==> src/rtl/jtkicker_psgsch.sv <==
// Write scheduler for two PSGs behind one shared data bus.
// CPU writes are queued as {sel,din} and replayed strictly in arrival order.
// Each write is presented to its target PSG for one ISSUE episode that ends on
// that PSG's clock enable. A WAIT phase then gives the chip time to absorb the
// write before the next entry is considered.
module jtkicker_psgsch #(
  parameter int DEPTH = 4
) (
  input  logic       rst,
  input  logic       clk,
  input  logic       cen1,
  input  logic       cen2,
  input  logic       wr,
  input  logic       sel,
  input  logic [7:0] din,
  input  logic       rdy1,
  input  logic       rdy2,
  output logic [7:0] psg_dout,
  output logic       psg1_cs_n,
  output logic       psg2_cs_n,
  output logic       full,
  output logic       empty,
  output logic       ovf
);

  localparam int AW = (DEPTH > 1) ? $clog2(DEPTH) : 1;
  localparam int LW = AW + 1;
  localparam logic [LW-1:0] LEVEL_FULL = LW'(DEPTH);

  typedef enum logic [1:0] {
    IDLE  = 2'd0,
    ISSUE = 2'd1,
    WAIT  = 2'd2
  } state_t;

  // Each entry holds {sel, data}
  logic [8:0]    mem [DEPTH];
  logic [AW-1:0] wr_ptr_reg, rd_ptr_reg;
  logic [LW-1:0] level_reg, level_next;
  logic          full_reg, empty_reg, ovf_reg;

  state_t        state_reg, state_next;
  logic          tsel_reg;        // target of the write currently in flight
  logic [7:0]    dout_reg;

  logic          push, pop;
  logic [8:0]    head;
  logic          head_rdy;
  logic          tcen, trdy;
  logic          start_issue;

  // Head of queue is read combinationally so IDLE can act on it the cycle it appears
  assign head     = mem[rd_ptr_reg];
  assign head_rdy = head[8] ? rdy2 : rdy1;

  // Target-side enable and ready follow the latched sel, not the live input
  assign tcen = tsel_reg ? cen2 : cen1;
  assign trdy = tsel_reg ? rdy2 : rdy1;

  assign push        = wr && !full_reg;
  assign pop         = (state_reg == ISSUE) && tcen;
  assign start_issue = (state_reg == IDLE) && (state_next == ISSUE);

  // Level after this cycle's push/pop; drives the registered flags
  always_comb begin
    level_next = level_reg;
    case ({push, pop})
      2'b10:   level_next = level_reg + LW'(1);
      2'b01:   level_next = level_reg - LW'(1);
      default: level_next = level_reg;
    endcase
  end

  // Queue storage; no reset needed since pointers define validity
  always_ff @(posedge clk) begin
    if (!rst && push) begin
      mem[wr_ptr_reg] <= {sel, din};
    end
  end

  // Queue pointers, level and status flags
  always_ff @(posedge clk) begin
    if (rst) begin
      wr_ptr_reg <= '0;
      rd_ptr_reg <= '0;
      level_reg  <= '0;
      full_reg   <= 1'b0;
      empty_reg  <= 1'b1;
      ovf_reg    <= 1'b0;
    end else begin
      if (push) wr_ptr_reg <= wr_ptr_reg + AW'(1);
      if (pop)  rd_ptr_reg <= rd_ptr_reg + AW'(1);
      level_reg <= level_next;
      full_reg  <= (level_next == LEVEL_FULL);
      empty_reg <= (level_next == '0);
      if (wr && full_reg) ovf_reg <= 1'b1;
    end
  end

  // FSM state register
  always_ff @(posedge clk) begin
    if (rst) state_reg <= IDLE;
    else     state_reg <= state_next;
  end

  // FSM next-state logic
  always_comb begin
    state_next = state_reg;
    case (state_reg)
      IDLE:    if (!empty_reg && head_rdy) state_next = ISSUE;
      ISSUE:   if (tcen)                   state_next = WAIT;
      // WAIT is entered on a cen pulse, so the next pulse is one full period later
      WAIT:    if (tcen && trdy)           state_next = IDLE;
      default: state_next = IDLE;
    endcase
  end

  // Latch target and data when an entry is taken from the queue
  always_ff @(posedge clk) begin
    if (rst) begin
      tsel_reg <= 1'b0;
      dout_reg <= 8'h00;
    end else if (start_issue) begin
      tsel_reg <= head[8];
      dout_reg <= head[7:0];
    end
  end

  // FSM outputs: chip select low only in ISSUE, for the latched target
  always_comb begin
    psg1_cs_n = 1'b1;
    psg2_cs_n = 1'b1;
    if (state_reg == ISSUE) begin
      psg1_cs_n = tsel_reg;
      psg2_cs_n = !tsel_reg;
    end
  end

  assign psg_dout = dout_reg;
  assign full     = full_reg;
  assign empty    = empty_reg;
  assign ovf      = ovf_reg;

endmodule

==> config.mk <==
export PLATFORM = sky130hd
export DESIGN_NAME = jtkicker_psgsch
export DESIGN_NICKNAME = d
export VERILOG_FILES = /design/src/rtl/jtkicker_psgsch.sv
export SDC_FILE = /design/constraint.sdc
export NUM_CORES = 1
export LEC_CHECK = 0
export ABC_AREA = 1
export CAP_MARGIN = 10
export CORE_UTILIZATION = 46
export DETAILED_ROUTE_END_ITERATION = 10
export PLACE_DENSITY = 0.81
export REMOVE_ABC_BUFFERS = 1
export SETUP_SLACK_MARGIN = 0.3
export SYNTH_ARGS = -nofsm -noshare
export SYNTH_HDL_FRONTEND = slang
export SYNTH_SLANG_ARGS = --single-unit
==> constraint.sdc <==
create_clock -name clk -period 2 [get_ports clk]
set_clock_uncertainty 0.05 [all_clocks]
set_input_delay 0.2 -clock clk [delete_from_list [all_inputs] [get_ports clk]]
set_output_delay 0.2 -clock clk [all_outputs]
set_load 0.05 [all_outputs]
Yosys cells after proc, flatten, opt, wreduce, memory -nomap -nowiden:

Memories as Yosys holds them, arrays and structs flattened. A register that Yosys moved wholly into a read port is not among the register bits.
Cells that the tools add are included.

* memory bits (writable): 36
* output and inout bits: 13
* word-level logic and storage cells: 47
* memories kept: 1
* flip-flop bits (word level): 21

* equality and inequality tests: 6
* $add $sub $neg: 4
* reduce and logical (&&, ||, !) cells: 13
* mux-type cells: 14

Memory list
* mem: words 4, width 9, rd ports 1, clocked after memory_dff 1, write ports 1, RTL line 37 `logic [8:0] mem [DEPTH];`

Operators by type and width (count)
* two-way mux 2 bit: 5
* logical AND 1 bit: 7
* two-way mux 1 bit: 7
* == test 2 x 1 -> 1 bit (second input constant): 3
* case mux 2 bit (3 select lines): 1
* case mux 3 bit (2 select lines): 1
* adder 2 x 1 -> 2 bit (second input constant): 2
* == test 2 bit (second input constant): 2
* logical NOT 1 bit: 4
* adder 3 x 1 -> 3 bit (second input constant): 1
* == test 3 bit (second input constant): 1
* logical NOT 3 bit: 1
* subtractor 3 x 1 -> 3 bit (second input constant): 1
* logical NOT 2 bit: 1

Longest topological paths before layout:

* word-level depth: 6
* gate-level depth with buffers: 14
* gate-level depth less buffers: 14

Worst setup path after synthesis:

No wires, ideal clock.

* path type: register to register
* start: register full_reg (netlist: full)
* end: register full_reg (netlist: full)
* arrival: 2.002 ns
* slack: -0.130 ns
* cell stages (with the launch flop): 12
* buffers on the path: 0
* clock period less this slack: 2.130 ns
* path through: dfxtp_1 > nor2_1 > inv_1 > ha_1 > inv_1 > fa_1 > nor2_1 > nor2_1 > nand2_1 > xor2_1 > inv_1 > nor3_1

* word-level cells in the longest chain between the ends: 5

RTL lines
* start: declaration: RTL line 40 `logic full_reg, empty_reg, ovf_reg;`
* start signal: assignment: RTL line 94 `full_reg <= (level_next == LEVEL_FULL);`
* logical NOT 1 bit *: RTL line 60 `assign push = wr && !full_reg;`
* logical AND 1 bit *: RTL line 60
* == test 2 x 1 -> 1 bit / == test 2 bit (equally long branches): RTL line 67 `case ({push, pop})`
* case mux 3 bit (2 select lines) *: RTL line 67
* == test 3 bit *: RTL line 94

Every way passes the cells marked *; elsewhere a longest branch is shown, timed or not.
A chain may end at the register's enable or synchronous reset.

Worst setup path after layout:

* start: register tsel_reg
* end: register full_reg (netlist: full)

* word-level cells in the longest chain between the ends: 5

RTL lines
* start: declaration: RTL line 43 `logic tsel_reg;`
* start signal: assignment: RTL line 124 `tsel_reg <= head[8];`
* two-way mux 1 bit *: RTL line 57 `assign tcen = tsel_reg ? cen2 : cen1;`
* logical AND 1 bit *: RTL line 61 `assign pop = (state_reg == ISSUE) && tcen;`
* == test 2 x 1 -> 1 bit / == test 2 bit (equally long branches): RTL line 67
* case mux 3 bit (2 select lines) *: RTL line 67
* == test 3 bit *: RTL line 94

Marks and branches as above.

==> impl_metrics.py <==
metrics = {
    "outcome": {
        "outcome": "complete, but fails checks",
        "violations": "negative setup slack",
    },
    "final_layout": {
        "multi_input_area_um2": 752,
        "regArea_um2": 1550,
        "area_growth_pct": 29.7,
        "largest_register_ffs": 36,
        "nets": 314,
        "stdcell_area_um2": 3150,
        "fillers": 408,
        "n_antenna_cell": 0,
        "drive_gt1_share_pct": 21.5,
    },
    "timing": {
        "finalCritPeriodShare_pct": 101,
        "tightestPinTransition_ns": 0.508,
        "finalSetupViolCount": 2,
        "rsz0062_at_grt": "yes",
        "period_needed_ns": 2.02,
        "drv_slew": 0,
        "finalWorstSetupSlack_ns": -0.0188,
        "hold_violations": 0,
        "max-slew-margin-rel_pct": 66.3,
        "fmax_mhz": 495,
    },
    "cts": {
        "cts_root_buffer": "clkbuf_8",
        "clkLatencyLatePin_ns": 0.32,
        "clk_pin_slew_ns": 0.07,
        "clockBufferDepth": 2,
        "htreeDepth": 3,
        "cts_buffers": 9,
        "cts_tree": "built",
        "cts_sinks": 59,
    },
    "place": {
        "place.gp.congestion": 0.779,
        "portBuffers": 28,
        "post_dp_cell_area_um2": 2880,
        "dp_hpwl_um": 2920,
        "pre_cts_ws_ns": -0.315,
    },
    "synth": {
        "avgSynthCellArea_um2": 10.2,
        "synth.largest_area_cell": "edfxtp_1",
        "synth.area.top_cells": "edfxtp_1 (44%), dfxtp_1 (19%), nor2_1 (7.4%)",
        "synthCells": 238,
        "ys_types": 23,
        "synth_area_um2": 2430,
        "netlist.area_leader.share_pct": 44.5,
        "synth-seq-area-share_pct": 63.4,
        "ys_seq_elements": 59,
        "yosysWarnings": 0,
    },
    "pwr": {
        "p_per_area_nw_per_um2": 1010,
        "ir_drop_v": 0.000426,
        "p_leak_nw": 1.32,
        "finalPower_mw": 3.19,
    },
    "detailed_routing": {
        "drt-wirelength-per-cell_um": 13.4,
        "wirelength_um": 4910,
        "first_iter_violations": 66,
        "dr.pass1.iters": 4,
        "detail-route-antenna-nets": 0,
        "vias": 1756,
        "avgViaCountPerCell": 4.78,
        "remaining_drc_errors": 0,
    },
    "die": {
        "initial_core_util_pct": 47.6,
        "die_w_um": 74.7,
        "rows": 26,
        "fp.dieH_um": 74.7,
        "design.core.area_um2": 5110,
        "io_pins": 29,
        "dieArea_um2": 5580,
    },
    "setup_path": {
        "crit_path_max_fanout": 4,
        "startpoint_type": "register",
        "worstPathArrival_ns": 2.22,
        "critPathKind": "reg -> reg",
        "crit_top_cell": "inv_2",
        "rrSetupSlack_ns": -0.02,
        "reg2reg_from": "tsel_reg$_SDFFE_PP0P_",
        "slowest_delay_ns": 0.54,
        "cp-end-kind": "register",
        "crit_path_cell_trace": "inv_2, nand2_2, nand2_2, inv_2, nor2_4, ha_4, inv_2, fa_2, nor2_2, a21oi_2, nand2_1, nor3_1",
        "cpMaxStageDelayCell": "fa_2",
        "critPathLaunch": "tsel_reg$_SDFFE_PP0P_",
        "worstPathRequired_ns": 2.20,
    },
    "run": {
        "cap_violations": 0,
    },
    "global_routing": {
        "grt_pass1_wl_um": 7500,
        "grt_use_total_pct": 18.9,
        "grt_pass1_vias": 1634,
        "grt.overflow.total": 0,
        "antenna_found_initial": 0,
        "grt_start_max_net_pins": 19,
    },
    "min_path": {
        "hp-start": "rd_ptr_reg[1]$_SDFFE_PP0N_",
        "hold_path.class": "reg -> reg",
    },
}
path summary, 6_finish.rpt:
kind | cells after the start | endpoint
max reg2reg | 12 | full$_SDFF_PP0_
max | 12 | full$_SDFF_PP0_
min reg2reg | 2 | register
min | 2 | register
worst max-delay path: cells and delay by family (launching register included):
kind	cells	cell delay, ns
adders and majority gates	2	0.69
DFF	1	0.36
and+or+nand+nor	6	0.57
AOI/OAI and AO/OA	1	0.13
buffers and inverters	3	0.15
cell usage in the layout (no fill, tap or decap):
cell type / Yosys / routed
inv_6: 1 / 1
xor2_2: 0 / 1
a21oi_2: 0 / 1
xor2_1: 2 / 1
dlygate4sd2_1: 0 / 11
inv_2: 1 / 5
dfxtp_1: 23 / 22
bufinv_16: 0 / 2
buf_4: 0 / 23
nand3_4: 1 / 1
clkinv_2: 0 / 2
edfxtp_1: 36 / 36
nand4_1: 1 / 1
clkbuf_1: 1 / 2
ha_1: 5 / 4
o22ai_1: 8 / 8
clkdlybuf4s50_1: 0 / 15
nand2_2: 5 / 8
nor3_2: 1 / 1
nor3_1: 1 / 1
nand2_1: 30 / 27
o21ai_1: 0 / 1
clkbuf_8: 0 / 9
clkinvlp_4: 0 / 1
fa_2: 0 / 1
nor2_2: 0 / 1
ha_4: 0 / 1
nor2_4: 0 / 1
dfxtp_4: 0 / 1
o21ai_0: 22 / 21
nand3_2: 3 / 3
clkdlybuf4s15_2: 0 / 1
nor2_1: 48 / 46
a21oi_1: 10 / 9
inv_1: 31 / 27
nand3_1: 1 / 1
metrics by stage:
step | instances | hold slack [ns] | util [%] | setup TNS, ns
final | 367 | 0.412 | 61.7 | -0.0369
after global routing | 367 | 0.444 | 61.7 | -0.214
after global placement | 347 | 0.401 | 56.4 | -0.710
after detailed placement | 347 | 0.405 | 56.4 | -0.931
after floorplan | 231 | 0.219 | - | -0.312
after CTS | 365 | 0.417 | 60.9 | 0
Yosys cell counts (all sizes together):
master,instances
clkbuf,1
dfxtp,23
buf,6
ha,5
nor2,48
edfxtp,36
nor3,2
xor2,2
o21ai,22
nand3,5
o22ai,8
inv,33
nand4,1
nand2,35
fa,1
a21oi,10
metal layers:
layer	share of wire (%)	routed length [um]	global-route usage, %
met5	0	0	0
met4	1.5	72	11.1
met3	6.7	328	5.22
met2	52	2540	30.3
met1	40	1970	23.0
cell families after synthesis:
group                    share of synthesized area (%)
flip-flops                                        63.4
XOR/XNOR                                         0.721
adder cells (fa/ha/maj)                           3.40
AO/OA/AOI/OAI                                     8.65
buffers and inverters                             7.46
AND/OR/NAND/NOR                                   16.4
what timing repair did:
item / 4_1_cts / 5_1_grt
setup buffers: 2 / 2
resized for setup: 25 / 7
setup endpoints to repair: 16 / 4
pin swaps: 7 / 9
hold buffers: 0 / 0
endpoints found under the hold margin: 0 / 0
report_power, final:
part / total [mW] / internal, mW / leakage, nW / switching, mW
logic: 0.629 / 0.219 / 0.697 / 0.410
clock network: 1.14 / 0.698 / 0.103 / 0.443
registers: 1.42 / 1.37 / 0.516 / 0.0442
total: 3.19 / 2.29 / 1.32 / 0.898
area by class of cell:
class / instances / share of cell area (%)
Tap cell: 70 / 2.78
Clock buffer: 11 / 4.17
Timing Repair Buffer: 50 / 13.7
Sequential cell: 59 / 49.0
Multi-Input combinational cell: 139 / 23.8
Inverter: 33 / 4.09
Clock inverter: 5 / 2.46
Note: power is estimated with default switching activity, not from simulation.
